### src/rtl/moving_avg_filt_pkg.sv
// ============================================================================
// moving_avg_pkg : shared defaults, FSM state type and sum-width helper for
//                  the moving-average filter.
// Revision 1.0
// ============================================================================
`default_nettype none

package moving_avg_pkg;

  localparam int unsigned DEF_W     = 8;
  localparam int unsigned DEF_LOG2N = 3;

  typedef enum logic {
    FILL = 1'b0,
    RUN  = 1'b1
  } maf_state_t;

  // Wide enough for N full-scale samples, so the running sum never wraps.
  function automatic int unsigned sum_width(input int unsigned w, input int unsigned log2n);
    return w + log2n;
  endfunction

endpackage

`default_nettype wire

### src/rtl/moving_avg_filt_ring.sv
// ============================================================================
// maf_ring : N-entry circular sample buffer; exposes the entry about to be
//            overwritten (the oldest sample) combinationally.
// Revision 1.0
// ============================================================================
`default_nettype none

module maf_ring #(
  parameter int unsigned W     = 8,
  parameter int unsigned LOG2N = 3
) (
  input  logic         clk,
  input  logic         rst_n,
  input  logic         clr_i,
  input  logic         we_i,
  input  logic [W-1:0] din_i,
  output logic [W-1:0] oldest_o
);

  localparam int unsigned N = 1 << LOG2N;

  logic [W-1:0]     mem_q [N];
  logic [LOG2N-1:0] wptr_q;

  always_ff @(posedge clk or negedge rst_n) begin
    if (!rst_n) begin
      for (int i = 0; i < N; i++) mem_q[i] <= '0;
      wptr_q <= '0;
    end else if (clr_i) begin
      for (int i = 0; i < N; i++) mem_q[i] <= '0;
      wptr_q <= '0;
    end else if (we_i) begin
      mem_q[wptr_q] <= din_i;
      wptr_q        <= wptr_q + LOG2N'(1);
    end
  end

  assign oldest_o = mem_q[wptr_q];

endmodule

`default_nettype wire

### src/rtl/moving_avg_filt.sv
// ============================================================================
// moving_avg_filt : boxcar filter producing the rounded mean of the last
//                   2**LOG2N accepted samples, valid/ready on both sides.
// Revision 1.0
// ============================================================================
`default_nettype none

module moving_avg_filt
  import moving_avg_pkg::*;
#(
  parameter int unsigned W     = DEF_W,
  parameter int unsigned LOG2N = DEF_LOG2N
) (
  input  logic         clk,
  input  logic         rst_n,
  input  logic [W-1:0] dI,
  input  logic         in_valid,
  output logic         in_ready,
  input  logic         clr,
  output logic [W-1:0] avg,
  output logic         out_valid,
  input  logic         out_ready,
  output logic         filled
);

  localparam int unsigned      N        = 1 << LOG2N;
  localparam int unsigned      SW       = sum_width(W, LOG2N);
  localparam logic [SW-1:0]    RND      = SW'(N / 2);
  localparam logic [LOG2N-1:0] CNT_LAST = LOG2N'(N - 1);

  maf_state_t       state_q, state_d;
  logic [LOG2N-1:0] cnt_q, cnt_d;
  logic [SW-1:0]    sum_q, sum_d;
  logic [W-1:0]     avg_q, avg_d;
  logic             out_valid_q, out_valid_d;

  logic             acc;
  logic [W-1:0]     oldest;
  logic [SW-1:0]    sum_n;
  logic [SW-1:0]    rnd_sum;
  logic [W-1:0]     avg_n;

  assign in_ready = !out_valid_q || out_ready;
  assign acc      = in_valid && in_ready;

  maf_ring #(
    .W     (W),
    .LOG2N (LOG2N)
  ) u_ring (
    .clk      (clk),
    .rst_n    (rst_n),
    .clr_i    (clr),
    .we_i     (acc && !clr),
    .din_i    (dI),
    .oldest_o (oldest)
  );

  // The sum always covers the buffer contents, so it is never below oldest.
  assign sum_n   = sum_q + SW'(dI) - SW'(oldest);
  assign rnd_sum = sum_n + RND;
  assign avg_n   = rnd_sum[SW-1:LOG2N];

  always_comb begin
    state_d     = state_q;
    cnt_d       = cnt_q;
    sum_d       = sum_q;
    avg_d       = avg_q;
    out_valid_d = out_valid_q;
    if (clr) begin
      state_d     = FILL;
      cnt_d       = '0;
      sum_d       = '0;
      out_valid_d = 1'b0;
    end else begin
      if (out_valid_q && out_ready) out_valid_d = 1'b0;
      if (acc) begin
        sum_d = sum_n;
        case (state_q)
          FILL: begin
            if (cnt_q == CNT_LAST) begin
              state_d     = RUN;
              avg_d       = avg_n;
              out_valid_d = 1'b1;
            end else begin
              cnt_d = cnt_q + LOG2N'(1);
            end
          end
          RUN: begin
            avg_d       = avg_n;
            out_valid_d = 1'b1;
          end
          default: state_d = FILL;
        endcase
      end
    end
  end

  always_ff @(posedge clk or negedge rst_n) begin
    if (!rst_n) begin
      state_q     <= FILL;
      cnt_q       <= '0;
      sum_q       <= '0;
      avg_q       <= '0;
      out_valid_q <= 1'b0;
    end else begin
      state_q     <= state_d;
      cnt_q       <= cnt_d;
      sum_q       <= sum_d;
      avg_q       <= avg_d;
      out_valid_q <= out_valid_d;
    end
  end

  assign avg       = avg_q;
  assign out_valid = out_valid_q;
  assign filled    = (state_q == RUN);

endmodule

`default_nettype wire

### config.mk
export PLATFORM = sky130hd
export DESIGN_NAME = moving_avg_filt
export DESIGN_NICKNAME = d
export VERILOG_FILES = /design/src/rtl/moving_avg_filt_pkg.sv /design/src/rtl/moving_avg_filt_ring.sv /design/src/rtl/moving_avg_filt.sv
export SDC_FILE = /design/constraint.sdc
export NUM_CORES = 1
export LEC_CHECK = 0
export ABC_AREA = 0
export CORE_MARGIN = 2
export CORE_UTILIZATION = 55
export CTS_CLUSTER_DIAMETER = 60
export DETAILED_ROUTE_END_ITERATION = 10
export GPL_TIMING_DRIVEN = 0
export PLACE_DENSITY = 0.73
export SLEW_MARGIN = 20
export SYNTH_ARGS = -nofsm -noshare
export SYNTH_HDL_FRONTEND = slang
export SYNTH_SLANG_ARGS = --single-unit
export TNS_END_PERCENT = 10
### constraint.sdc
create_clock -name clk -period 7.4 [get_ports clk]
set_input_delay 1.85 -clock clk [delete_from_list [all_inputs] [get_ports clk]]
set_output_delay 1.85 -clock clk [all_outputs]
set_load 0.1 [all_outputs]
## Word level (Yosys, flattened, before mapping)

Index checks and enable logic that the tools add are counted.

- Add/sub/neg operators: 5
- Order comparisons: 2
- Equality and inequality tests: 4
- Muxes and demuxes: 27
- Bitwise logic cells: 3
- Reduce and logical (&&, ||, !) cells: 11

Operators with widths:

| cell | number |
|---|---|
| 64-bit 2-to-1 mux | 2 |
| 64-bit bitwise mux | 1 |
| 8-bit 2-to-1 mux | 4 |
| 8-bit binary-select mux with 3-bit select | 1 |
| 8-bit demux with 3-bit select | 1 |
| 11-bit 2-to-1 mux | 2 |
| 3-bit 2-to-1 mux | 6 |
| 8-bit one-hot mux with 2 select lines | 1 |
| 11-bit by 3-bit adder with 11-bit output, second input constant | 1 |
| 11-bit by 8-bit adder with 11-bit output | 1 |
| 11-bit by 8-bit subtractor with 11-bit output | 1 |
| 1-bit 2-to-1 mux | 8 |
| 3-bit by 1-bit adder with 3-bit output, second input constant | 2 |
| 2-bit != test, second input constant | 3 |
| 3-bit AND reduction | 2 |
| 4-bit >= comparator, second input constant | 1 |
| 1-bit logical AND | 4 |
| 4-bit by 1-bit < comparator with 1-bit output, second input constant | 1 |
| 3-bit inverter with 4-bit output | 1 |
| 2-bit nonzero test | 2 |
| 3-bit == test, second input constant | 1 |
| 1-bit logical NOT | 2 |
| 1-bit inverter | 2 |
| 1-bit one-hot mux with 2 select lines | 1 |
| 1-bit logical OR | 1 |

- Bits in registers: 91
- Bits of input ports: 13
- Output and inout bits: 11
- Word-level logic and storage cells: 66

## Logic depth before layout (Yosys ltp)

Gate-level depths: netlist of the first run.

- Depth after elaboration: 8
- Mapped depth: 18
- Mapped depth without buffers: 14

## Hierarchy

Synthesis of the first run repeated with hierarchy kept, for this count alone.

- Cell total of the unflattened synthesis: 550
- Area total of the unflattened synthesis: 5,301.3 um2

By module, submodules not included:

| module | times used | cells an instance | area an instance (um2) | seq. area each (um2) |
|---|---|---|---|---|
| maf_ring | 1 | 326 | 3,410.8 | 1,676.6 |
| moving_avg_filt | 1 | 224 | 1,890.6 | 600.6 |

## Least setup slack after synthesis of the first run

OpenSTA, ideal clock, no wires.

- Kind: input-to-output
- Start point: in out_ready
- End point: out in_ready
- Data arrival time: 2,641 ps
- Data required time: 5,550 ps
- Setup slack: 2,909 ps
- Cell stages on the path: 1
- Buffers on the path: 0
- Path through: nand2b_1

- Word-level cells in the longest chain between the ends: 1

RTL lines:

| element | line | RTL |
|---|---|---|
| start, declared | moving_avg_filt.sv:22 | `input logic out_ready,` |
| 1-bit logical OR | moving_avg_filt.sv:43 | `assign in_ready = !out_valid_q \|\| out_ready;` |
| end, declared | moving_avg_filt.sv:18 | `output logic in_ready,` |

No other way between the ends.

## Worst setup path after layout of the first run

Ends and elaborated chain as after synthesis.

==> flow_summary_export.csv, run 1 <==
group,metric,value,unit
route,viasPerCell,5.79,
layout,drive_above_1_share,9.17,%
floorplan,rows,35,
pwr,ir_drop,0.000128,V
route,totalWireLength,11.9,mm
floorplan,io_pins,24,
pwr,leakage,2.62,nW
clocking,max-clock-path-buffers,2,
synth,synth_edf_count,0,
clocking,hold_buffers,0,
floorplan,die_h,100,um
min_path,hp-class,"reg -> reg",
synth,yosysTopAreaCellShare,44.9,%
run_status,outcome,"finished, final reports clean",
floorplan,die_area,10000,um2
synth,syn-cell-area,5070,um2
timing,final.setup.tns,0,ns
worst_setup_path,cp-start-kind,"input port",
clocking,cts_tree,"yes",
clocking,cts.htree.levels,3,
pwr,p_per_area,280,nW/um2
pwr,power,1.58,mW
global_routing,grt_max_degree,54,
worst_setup_path,worst-setup-path-type,"in -> out",
synth,syn_area_per_cell,9.42,um2
worst_setup_path,end_kind,"output port",
clocking,cts_resized,0,
route,vias,3991,
timing,clock.fmax,0.184,GHz
synth,async_flop_share,100,%
synth,synth_cell_types,43,
synth,synth_nets,574,
floorplan,core_area,9110,um2
timing,rsz0062_at_grt,"no",
timing,clock_skew,0.0114,ns
floorplan,initial_core_util,55.6,%
route,drc_errors,0,
global_routing,overflow,0,
placement,port_buffers,23,
global_routing,grt_pass1_wl,20.3,mm
clocking,cts_sinks,91,
synth,synth_area_leaders,"dfrtp_1, nor2_1, a21oi_1, mux4_2, ha_1",
timing,hold_viol_final,0,
timing,final.period_utilization,73.5,%
layout,final_net_count,609,
placement,dp_hpwl,8.63,mm
synth,yosysTopAreaCell,"dfrtp_1",
global_routing,grt_pass1_vias,4031,
worst_setup_path,crit_required,5.55,ns
global_routing,grt_antenna_before_repair,0,
timing,setup_violations,0,
global_routing,track_usage,26.4,%
synth,syn_inst,538,
layout,nFillCells,792,
route,drt-wirelength-per-cell,17.3,um
worst_setup_path,worst-path-max-fanout,4,
job,cap_violations,0,
floorplan,chipWidth,100,um
clocking,clockRootBuffer,"clkbuf_8",
timing,relSlewSlack,35.2,%
layout,antenna_cells,0,
clocking,cts_setup_buffers,0,
timing,tightest_slew,0.968,ns
layout,area_growth,11.4,%
route,drt-pass1-iter-count,5,
synth,synth_common_cells,"nor2_1, dfrtp_1, a21oi_1",
synth,seq_area_frac_synth,44.9,%
clocking,cts_inserted_buffers,9,
synth,ys_ff_latch,91,
placement,place.gp.congestion,0.864,
clocking,path_clk_slew,0.09,ns
synth,synth_ff_type,"dfrtp_1",
clocking,clock_latency,0.36,ns
synth,yosys.cell_count.top_type,"nor2_1",
route,antenna_left,0,
worst_setup_path,arrival,3.59,ns
timing,finalCriticalPeriod,5.44,ns
synth,synth_warnings,0,
timing,drv_slew,0,
route,drt_iter0_drc,307,
## routing by layer
metal	global-route usage, %	share of wire, %
met1	35.5	43
met2	43.2	49
met3	4.60	5.5
met4	10.0	2.8
met5	0	0
## through the flow
stage | area (um2) | cells | hold WS [ns] | util [%] | setup WS (ns)
global placement | 5440 | 672 | 0.462 | 59.7 | 1.14
detailed placement | 5470 | 673 | 0.469 | 60.0 | 1.96
CTS | 5640 | 689 | 0.489 | 62.0 | 1.96
finish | 5640 | 689 | 0.483 | 62.0 | 1.96
floorplan | 5070 | 538 | 0.475 | - | 2.91
global route | 5640 | 689 | 0.528 | 62.0 | 1.91
## power by group
| part | total, mW | switching, mW | internal [mW] |
|---|---|---|---|
| clock | 0.313 | 0.182 | 0.131 |
| combinational | 0.720 | 0.424 | 0.295 |
| sequential | 0.546 | 0.0191 | 0.527 |
## cell usage in the layout, fill, tap and decap left out, types with 4 or more instances in the layout
cell | synthesis | routed
o21ai_0 | 10 | 10
dfrtp_1 | 91 | 91
mux2_2 | 9 | 9
mux4_2 | 14 | 14
and2_1 | 4 | 4
o21ai_1 | 4 | 4
a21oi_1 | 69 | 69
clkbuf_1 | 27 | 27
inv_1 | 28 | 28
a21o_1 | 5 | 5
nor2_1 | 126 | 126
fa_1 | 8 | 8
ha_1 | 15 | 15
xnor2_1 | 9 | 9
clkinv_1 | 7 | 7
mux2i_1 | 16 | 16
buf_2 | 4 | 4
xor2_1 | 8 | 8
nand3_1 | 9 | 9
clkdlybuf4s50_1 | 0 | 22
nand2_1 | 40 | 40
clkbuf_8 | 0 | 10
## worst max-delay path, stage by stage
cell and delay, ns:
clkdlybuf4s50_1 0.44, nand2b_1 0.15, clkdlybuf4s50_1 1.15
## sequential cells by signal, summed over array words and instances, names as in the netlist
register       flops
u_ring.wptr_q      3
out_valid          1
avg                8
cnt_q              3
u_ring.mem_q      64
sum_q             11
filled             1
## cells by family after synthesis
logic type      Yosys count  synth area share [%]
compound gates          101                  12.0
flops                    91                  44.9
buf+inv                  68                  5.21
xor+xnor                 18                  3.26
simple gates            198                  16.4
fa+ha+maj                23                  6.86
mux                      39                  11.4
## layout make-up
class	instances	area, um2	share of cell area, %
plain buffers	33	133	2.35
clock buffers	10	138	2.44
clock inverters	6	40.0	0.710
inverters	35	131	2.33
multi-input cells	379	2530	44.8
flip-flops and latches	91	2280	40.4
well taps	111	139	2.46
repair buffers	24	259	4.59
## final timing paths
path / start / to / slack (ns) / cells after the start
setup / recovery: out_ready / in_ready / 1.96 / 3
hold / removal: avg[1] / avg[1] / 0.48 / 2
setup reg to reg: u_ring.wptr_q[1] / avg[7] / 2.88 / 14
hold reg to reg: avg[1] / avg[1] / 0.48 / 2
max in group asynchronous: rst_n / u_ring.mem_q[20] / 5.43 / 2
min in group asynchronous: rst_n / sum_q[1] / 1.39 / 1
No activity file was read; power rests on OpenSTA's default activity.
==> run 2: changes to the inputs <==
--- a/config.mk
+++ b/config.mk
@@ -11,7 +11,7 @@
 export CTS_CLUSTER_DIAMETER = 60
 export DETAILED_ROUTE_END_ITERATION = 10
 export GPL_TIMING_DRIVEN = 0
-export PLACE_DENSITY = 0.73
+export PLACE_DENSITY = 0.76
 export SLEW_MARGIN = 20
 export SYNTH_ARGS = -nofsm -noshare
 export SYNTH_HDL_FRONTEND = slang
==> constraint.sdc (replaced) <==
create_clock -name clk -period 5 [get_ports clk]
set_input_delay 1.25 -clock clk [delete_from_list [all_inputs] [get_ports clk]]
set_output_delay 1.25 -clock clk [all_outputs]
set_load 0.1 [all_outputs]
==> run 2 against run 1 <==
- flip-flop and latch count did not move
- die area is the same
- via count up 1.2%
- design area rose by 0.31%
- sequential power is 48% higher
- wire length increased by 1.9%
- clock skew decreased by 0.00057 ns
- global-route usage grew 0.13 points
- clock-buffer cell count increased by 2
- worst hold slack improved by 0.0046 ns
- critical endpoint is now avg[5]
- largest cell class unchanged
==> flow_summary_export.csv, run 2 (synthesized netlist as in run 1, its figures left out) <==
group,metric,value,unit
run_status,outcome,"finished, final reports clean",
layout,antenna_cells,0,
min_path,hp-class,"reg -> reg",
route,totalWireLength,12.2,mm
pwr,ir_drop,0.000182,V
route,drt_iter0_drc,301,
clocking,cts_inserted_buffers,9,
clocking,hold_buffers,0,
pwr,power,2.39,mW
worst_setup_path,cp_slowest_stage_delay,0.55,ns
worst_setup_path,end_kind,"flop",
route,drt-pass1-iter-count,5,
worst_setup_path,cp-start-kind,"flop",
worst_setup_path,critPathSlowestCell,"fa_1",
pwr,p_per_area,422,nW/um2
layout,regMostFlops,"u_ring.mem_q",
layout,drive_above_1_share,8.82,%
layout,final_cell_mix,"nor2_1, dfrtp_1, a21oi_1",
pwr,power.share.combinational,44.8,%
route,antenna_left,0,
clocking,path_clk_slew,0.09,ns
timing,setup_violations,0,
placement,dp_hpwl,8.64,mm
global_routing,grt_antenna_before_repair,0,
global_routing,grt_pass1_vias,4028,
global_routing,grt_pass1_wl,20.4,mm
route,drc_errors,0,
clocking,clock_latency,0.37,ns
worst_setup_path,worst-path-max-fanout,10,
global_routing,overflow,0,
floorplan,chipWidth,100,um
floorplan,die_area,10000,um2
timing,relSlewSlack,35.6,%
floorplan,rows,35,
route,vias,4040,
clocking,max-clock-path-buffers,2,
worst_setup_path,crit_path_end,"avg[5]",
timing,finalCriticalPeriod,4.57,ns
clocking,cts_setup_buffers,0,
timing,hold_viol_final,0,
worst_setup_path,worst-setup-path-type,"reg -> reg",
worst_setup_path,r2r-end,"avg[5]",
layout,largest_reg_flops,64,
timing,tightest_slew,0.963,ns
placement,place.gp.congestion,0.894,
global_routing,grt_max_degree,80,
clocking,cts_sinks,91,
layout,final_net_count,609,
layout,nFillCells,760,
timing,rsz0062_at_grt,"no",
timing,clock.fmax,0.219,GHz
floorplan,core_area,9110,um2
worst_setup_path,crit_path_start,"u_ring.wptr_q[1]",
pwr,p_int,1.46,mW
worst_setup_path,reg2reg_from,"u_ring.wptr_q[1]",
pwr,leakage,2.62,nW
timing,clock_skew,0.0108,ns
global_routing,track_usage,26.5,%
floorplan,initial_core_util,55.6,%
placement,port_buffers,23,
pwr,clkPwrFrac,21.5,%
placement,dp_slack,0.265,ns
timing,final.period_utilization,91.5,%
floorplan,die_h,100,um
worst_setup_path,arrival,4.82,ns
clocking,cts_resized,0,
timing,drv_slew,0,
floorplan,io_pins,24,
clocking,clockRootBuffer,"clkbuf_8",
route,drt-wirelength-per-cell,17.7,um
worst_setup_path,cp_cell_sequence,"clkbuf_1, buf_2, clkbuf_1, mux2_2, fa_1, inv_1, ha_1, a21o_1, a2111oi_4, xnor2_1, nand3_1, a21oi_1, xnor2_1, o21ai_1",
clocking,cts.htree.levels,3,
job,cap_violations,0,
worst_setup_path,rr_worst_depth,14,
layout,final_common_cell,"nor2_1",
pwr,seq_power_share,33.8,%
pwr,p_switching,929,uW
worst_setup_path,crit_required,5.25,ns
worst_setup_path,r2r_slack,0.43,ns
layout,area_growth,11.7,%
pwr,swShare,38.8,%
route,viasPerCell,5.86,
timing,setup_ws,0.426,ns
clocking,cts_tree,"yes",
-- run 2: worst min path at each step --
| stage | startpoint | endpoint | slack (ns) | cells after the start |
|---|---|---|---|---|
| CTS | avg[5] | avg[5] | 0.50 | 2 |
| detailed placement | avg[5] | avg[5] | 0.47 | 2 |
| global route | avg[5] | avg[5] | 0.53 | 2 |
| global placement | avg[2] | avg[2] | 0.46 | 2 |
| floorplan | u_ring.mem_q[7] | u_ring.mem_q[7] | 0.48 | 2 |
| finish | avg[5] | avg[5] | 0.49 | 2 |
-- run 2: worst max-delay path, delay by kind of cell, from the launching register on --
family / cells / cell delay [ns]
buffers and inverters: 4 / 1.20
AO/OA/AOI/OAI: 4 / 0.92
adder cells (fa/ha/maj): 2 / 0.83
XOR/XNOR: 2 / 0.48
multiplexers: 1 / 0.44
flip-flops: 1 / 0.36
AND/OR/NAND/NOR: 1 / 0.22
-- run 2: routing by layer --
layer | track usage, % | vias to the layer above | part of all wire, %
met1 | 35.7 | 1988 | 42
met5 | 0 | - | 0
met4 | 10.0 | 0 | 2.8
li1 | - | 1862 | -
met2 | 44.1 | 157 | 49
met3 | 3.76 | 33 | 5.6
-- run 2: power groups by stage --
stage / sequential [mW] / combinational, mW / clock, mW
2_1_floorplan: 0.847 / 0.811 / 0
3_3_place_gp: 0.821 / 1.03 / 0
3_5_place_dp: 0.823 / 1.06 / 0
4_1_cts: 0.808 / 1.06 / 0.519
5_1_grt: 0.812 / 1.20 / 0.541
6_report: 0.808 / 1.07 / 0.513
-- run 2: through the flow --
step           utilization [%]  setup TNS, ns  cells  area, um2  hold slack [ns]
3_3_place_gp              59.7         -56.21    672       5440            0.460
2_1_floorplan                -              0    538       5070            0.475
6_report                  62.1              0    689       5660            0.488
5_1_grt                   62.1              0    689       5660            0.532
4_1_cts                   62.1              0    689       5660            0.495
3_5_place_dp              60.0              0    673       5470            0.474
-- run 2: final cells by class --
class	count	area [um2]	share of cell area, %
repair buffers	24	259	4.58
plain buffers	33	133	2.34
well taps	111	139	2.45
multi-input cells	379	2530	44.6
clock inverters	4	50.0	0.884
clock buffers	12	145	2.56
flip-flops and latches	91	2280	40.2
inverters	35	131	2.32
==> run 3: changes to the inputs <==
--- a/config.mk
+++ b/config.mk
@@ -6,12 +6,13 @@
 export NUM_CORES = 1
 export LEC_CHECK = 0
 export ABC_AREA = 0
+export CAP_MARGIN = 40
 export CORE_MARGIN = 2
 export CORE_UTILIZATION = 55
 export CTS_CLUSTER_DIAMETER = 60
 export DETAILED_ROUTE_END_ITERATION = 10
 export GPL_TIMING_DRIVEN = 0
-export PLACE_DENSITY = 0.76
+export PLACE_DENSITY = 0.78
 export SLEW_MARGIN = 20
 export SYNTH_ARGS = -nofsm -noshare
 export SYNTH_HDL_FRONTEND = slang
==> run 3 against run 2 <==
- register-to-register slack better by 0.02 ns
- utilization grew 1.5 points
- design area rose by 2.4%
- clock power decreased by 9.2%
- sequential power barely moved
- fmax up 0.42%
- cell count increased by 1.5%
- die area unchanged
- global-route usage down 0.21 points
- clock-buffer cell count shrank 2
- sequential share of layout area shrank 0.93 points
- non-clock buffer count up 11
- critical path type unchanged
==> flow_summary_export.csv, run 3 (synthesized netlist as in run 1, its figures left out) <==
group,metric,value,unit
layout,drive_above_1_share,10.7,%
pwr,p_per_area,404,nW/um2
global_routing,grt_pass1_vias,4075,
floorplan,rows,35,
placement,dp_hpwl,8.69,mm
timing,setup_violations,0,
global_routing,grt_max_degree,56,
layout,antenna_cells,0,
worst_setup_path,arrival,4.80,ns
layout,area_growth,14.3,%
floorplan,die_area,10000,um2
route,drt-wirelength-per-cell,17.3,um
layout,final_cell_mix,"nor2_1, dfrtp_1, a21oi_1",
min_path,hold_depth,2,
worst_setup_path,crit_required,5.24,ns
clocking,cts_resized,0,
clocking,cts_sinks,91,
placement,placed_cell_area,5620,um2
clocking,cts_setup_buffers,0,
global_routing,overflow,0,
clocking,cts.htree.levels,3,
clocking,path_clk_slew,0.09,ns
global_routing,grt_pass1_wl,20.3,mm
timing,clock.fmax,0.220,GHz
floorplan,initial_core_util,55.6,%
timing,rsz0062_at_grt,"no",
clocking,cts_tree,"yes",
layout,nFillCells,737,
clocking,clockRootBuffer,"clkbuf_8",
worst_setup_path,crit_cells,17,
placement,place.gp.congestion,0.921,
floorplan,chipWidth,100,um
route,antenna_left,0,
layout,fin_area,5790,um2
worst_setup_path,worst-setup-path-type,"reg -> reg",
layout,final_common_cell,"nor2_1",
worst_setup_path,rr_worst_depth,17,
clocking,clock_latency,0.36,ns
worst_setup_path,end_kind,"flop",
clocking,cts_inserted_buffers,9,
timing,hold_viol_final,0,
timing,setup_ws,0.445,ns
worst_setup_path,crit_buf_inv,5,
global_routing,grt_antenna_before_repair,0,
timing,clock_skew,0.00723,ns
floorplan,die_h,100,um
timing,final.period_utilization,91.1,%
placement,port_buffers,23,
layout,multi_input_area,2530,um2
layout,largest_reg_flops,64,
route,vias,4037,
timing,finalCriticalPeriod,4.56,ns
route,drt-pass1-iter-count,5,
pwr,leakage,2.69,nW
placement,dp_slack,0.275,ns
layout,regMostFlops,"u_ring.mem_q",
timing,relSlewSlack,51.8,%
worst_setup_path,cp-start-kind,"flop",
min_path,hp-class,"reg -> reg",
route,viasPerCell,5.78,
timing,drv_slew,0,
worst_setup_path,worst-path-max-fanout,10,
layout,area.sequential,2280,um2
worst_setup_path,cp_cell_sequence,"clkbuf_1, buf_2, clkbuf_1, nand3b_1, a21oi_1, a21oi_1, o311ai_0, fa_1, inv_1, ha_1, buf_4, a21o_1, o311a_4, nor4_1, a311o_1, xor2_1, o21ai_1",
layout,final_net_count,620,
timing,tightest_slew,0.724,ns
clocking,max-clock-path-buffers,2,
worst_setup_path,critPathSlowestCell,"fa_1",
floorplan,io_pins,24,
route,drt_iter0_drc,277,
run_status,outcome,"finished, final reports clean",
global_routing,track_usage,26.3,%
worst_setup_path,cp_slowest_stage_delay,0.52,ns
floorplan,core_area,9110,um2
clocking,hold_buffers,0,
timing,final.setup.tns,0,ns
job,cap_violations,0,
route,drc_errors,0,
route,totalWireLength,12.1,mm
worst_setup_path,critical-path-top-delay-family,"buffers and inverters",
pwr,ir_drop,0.000210,V
## run 3: tightest hold or removal path, stage by stage, from the launching register on
cell,delay (ns)
dfrtp_1,0.35
nand2_1,0.05
o21ai_0,0.06
## run 3: area by class of cell
type                       count  share of cell area (%)
buffer                        33                    2.29
inverter                      35                    2.27
timing repair buffer          35                    7.13
clock inverter                 5                   0.648
tap                          111                    2.40
clock buffer                  10                    2.38
multi-input combinational    379                    43.6
sequential                    91                    39.3
## run 3: per-layer routing
metal / part of all wire [%] / track usage (%) / vias to the layer above / wire length, um
met5: 0 / 0 / - / 0
met1: 41 / 35.3 / 1976 / 5010
li1: - / - / 1891 / -
met2: 49 / 42.3 / 134 / 5940
met4: 3.5 / 11.2 / 0 / 419
met3: 6.0 / 5.01 / 36 / 724
## run 3: where the power goes
group | switching [mW] | leakage (nW) | internal, mW
clock network | 0.272 | 0.0852 | 0.194
logic | 0.621 | 1.35 | 0.447
registers | 0.0279 | 1.25 | 0.780
## run 3: final timing paths
check	startpoint	to	slack (ns)
worst max-delay path	u_ring.wptr_q[1]	avg[7]	0.44
max in group asynchronous	rst_n	u_ring.mem_q[21]	3.41
worst max register to register	u_ring.wptr_q[1]	avg[7]	0.44
worst min-delay path	avg[1]	avg[1]	0.49
min in group asynchronous	rst_n	sum_q[0]	0.94
worst min register to register	avg[1]	avg[1]	0.49
## run 3: per-stage QoR
| stage | utilization, % | cells | hold slack (ns) | power (mW) |
|---|---|---|---|---|
| after floorplan | - | 538 | 0.475 | 1.66 |
| after global placement | 59.7 | 672 | 0.462 | 1.84 |
| after detailed placement | 61.7 | 684 | 0.476 | 1.88 |
| after CTS | 63.6 | 699 | 0.498 | 2.35 |
| after global routing | 63.6 | 699 | 0.539 | 2.50 |
| final | 63.6 | 699 | 0.489 | 2.34 |
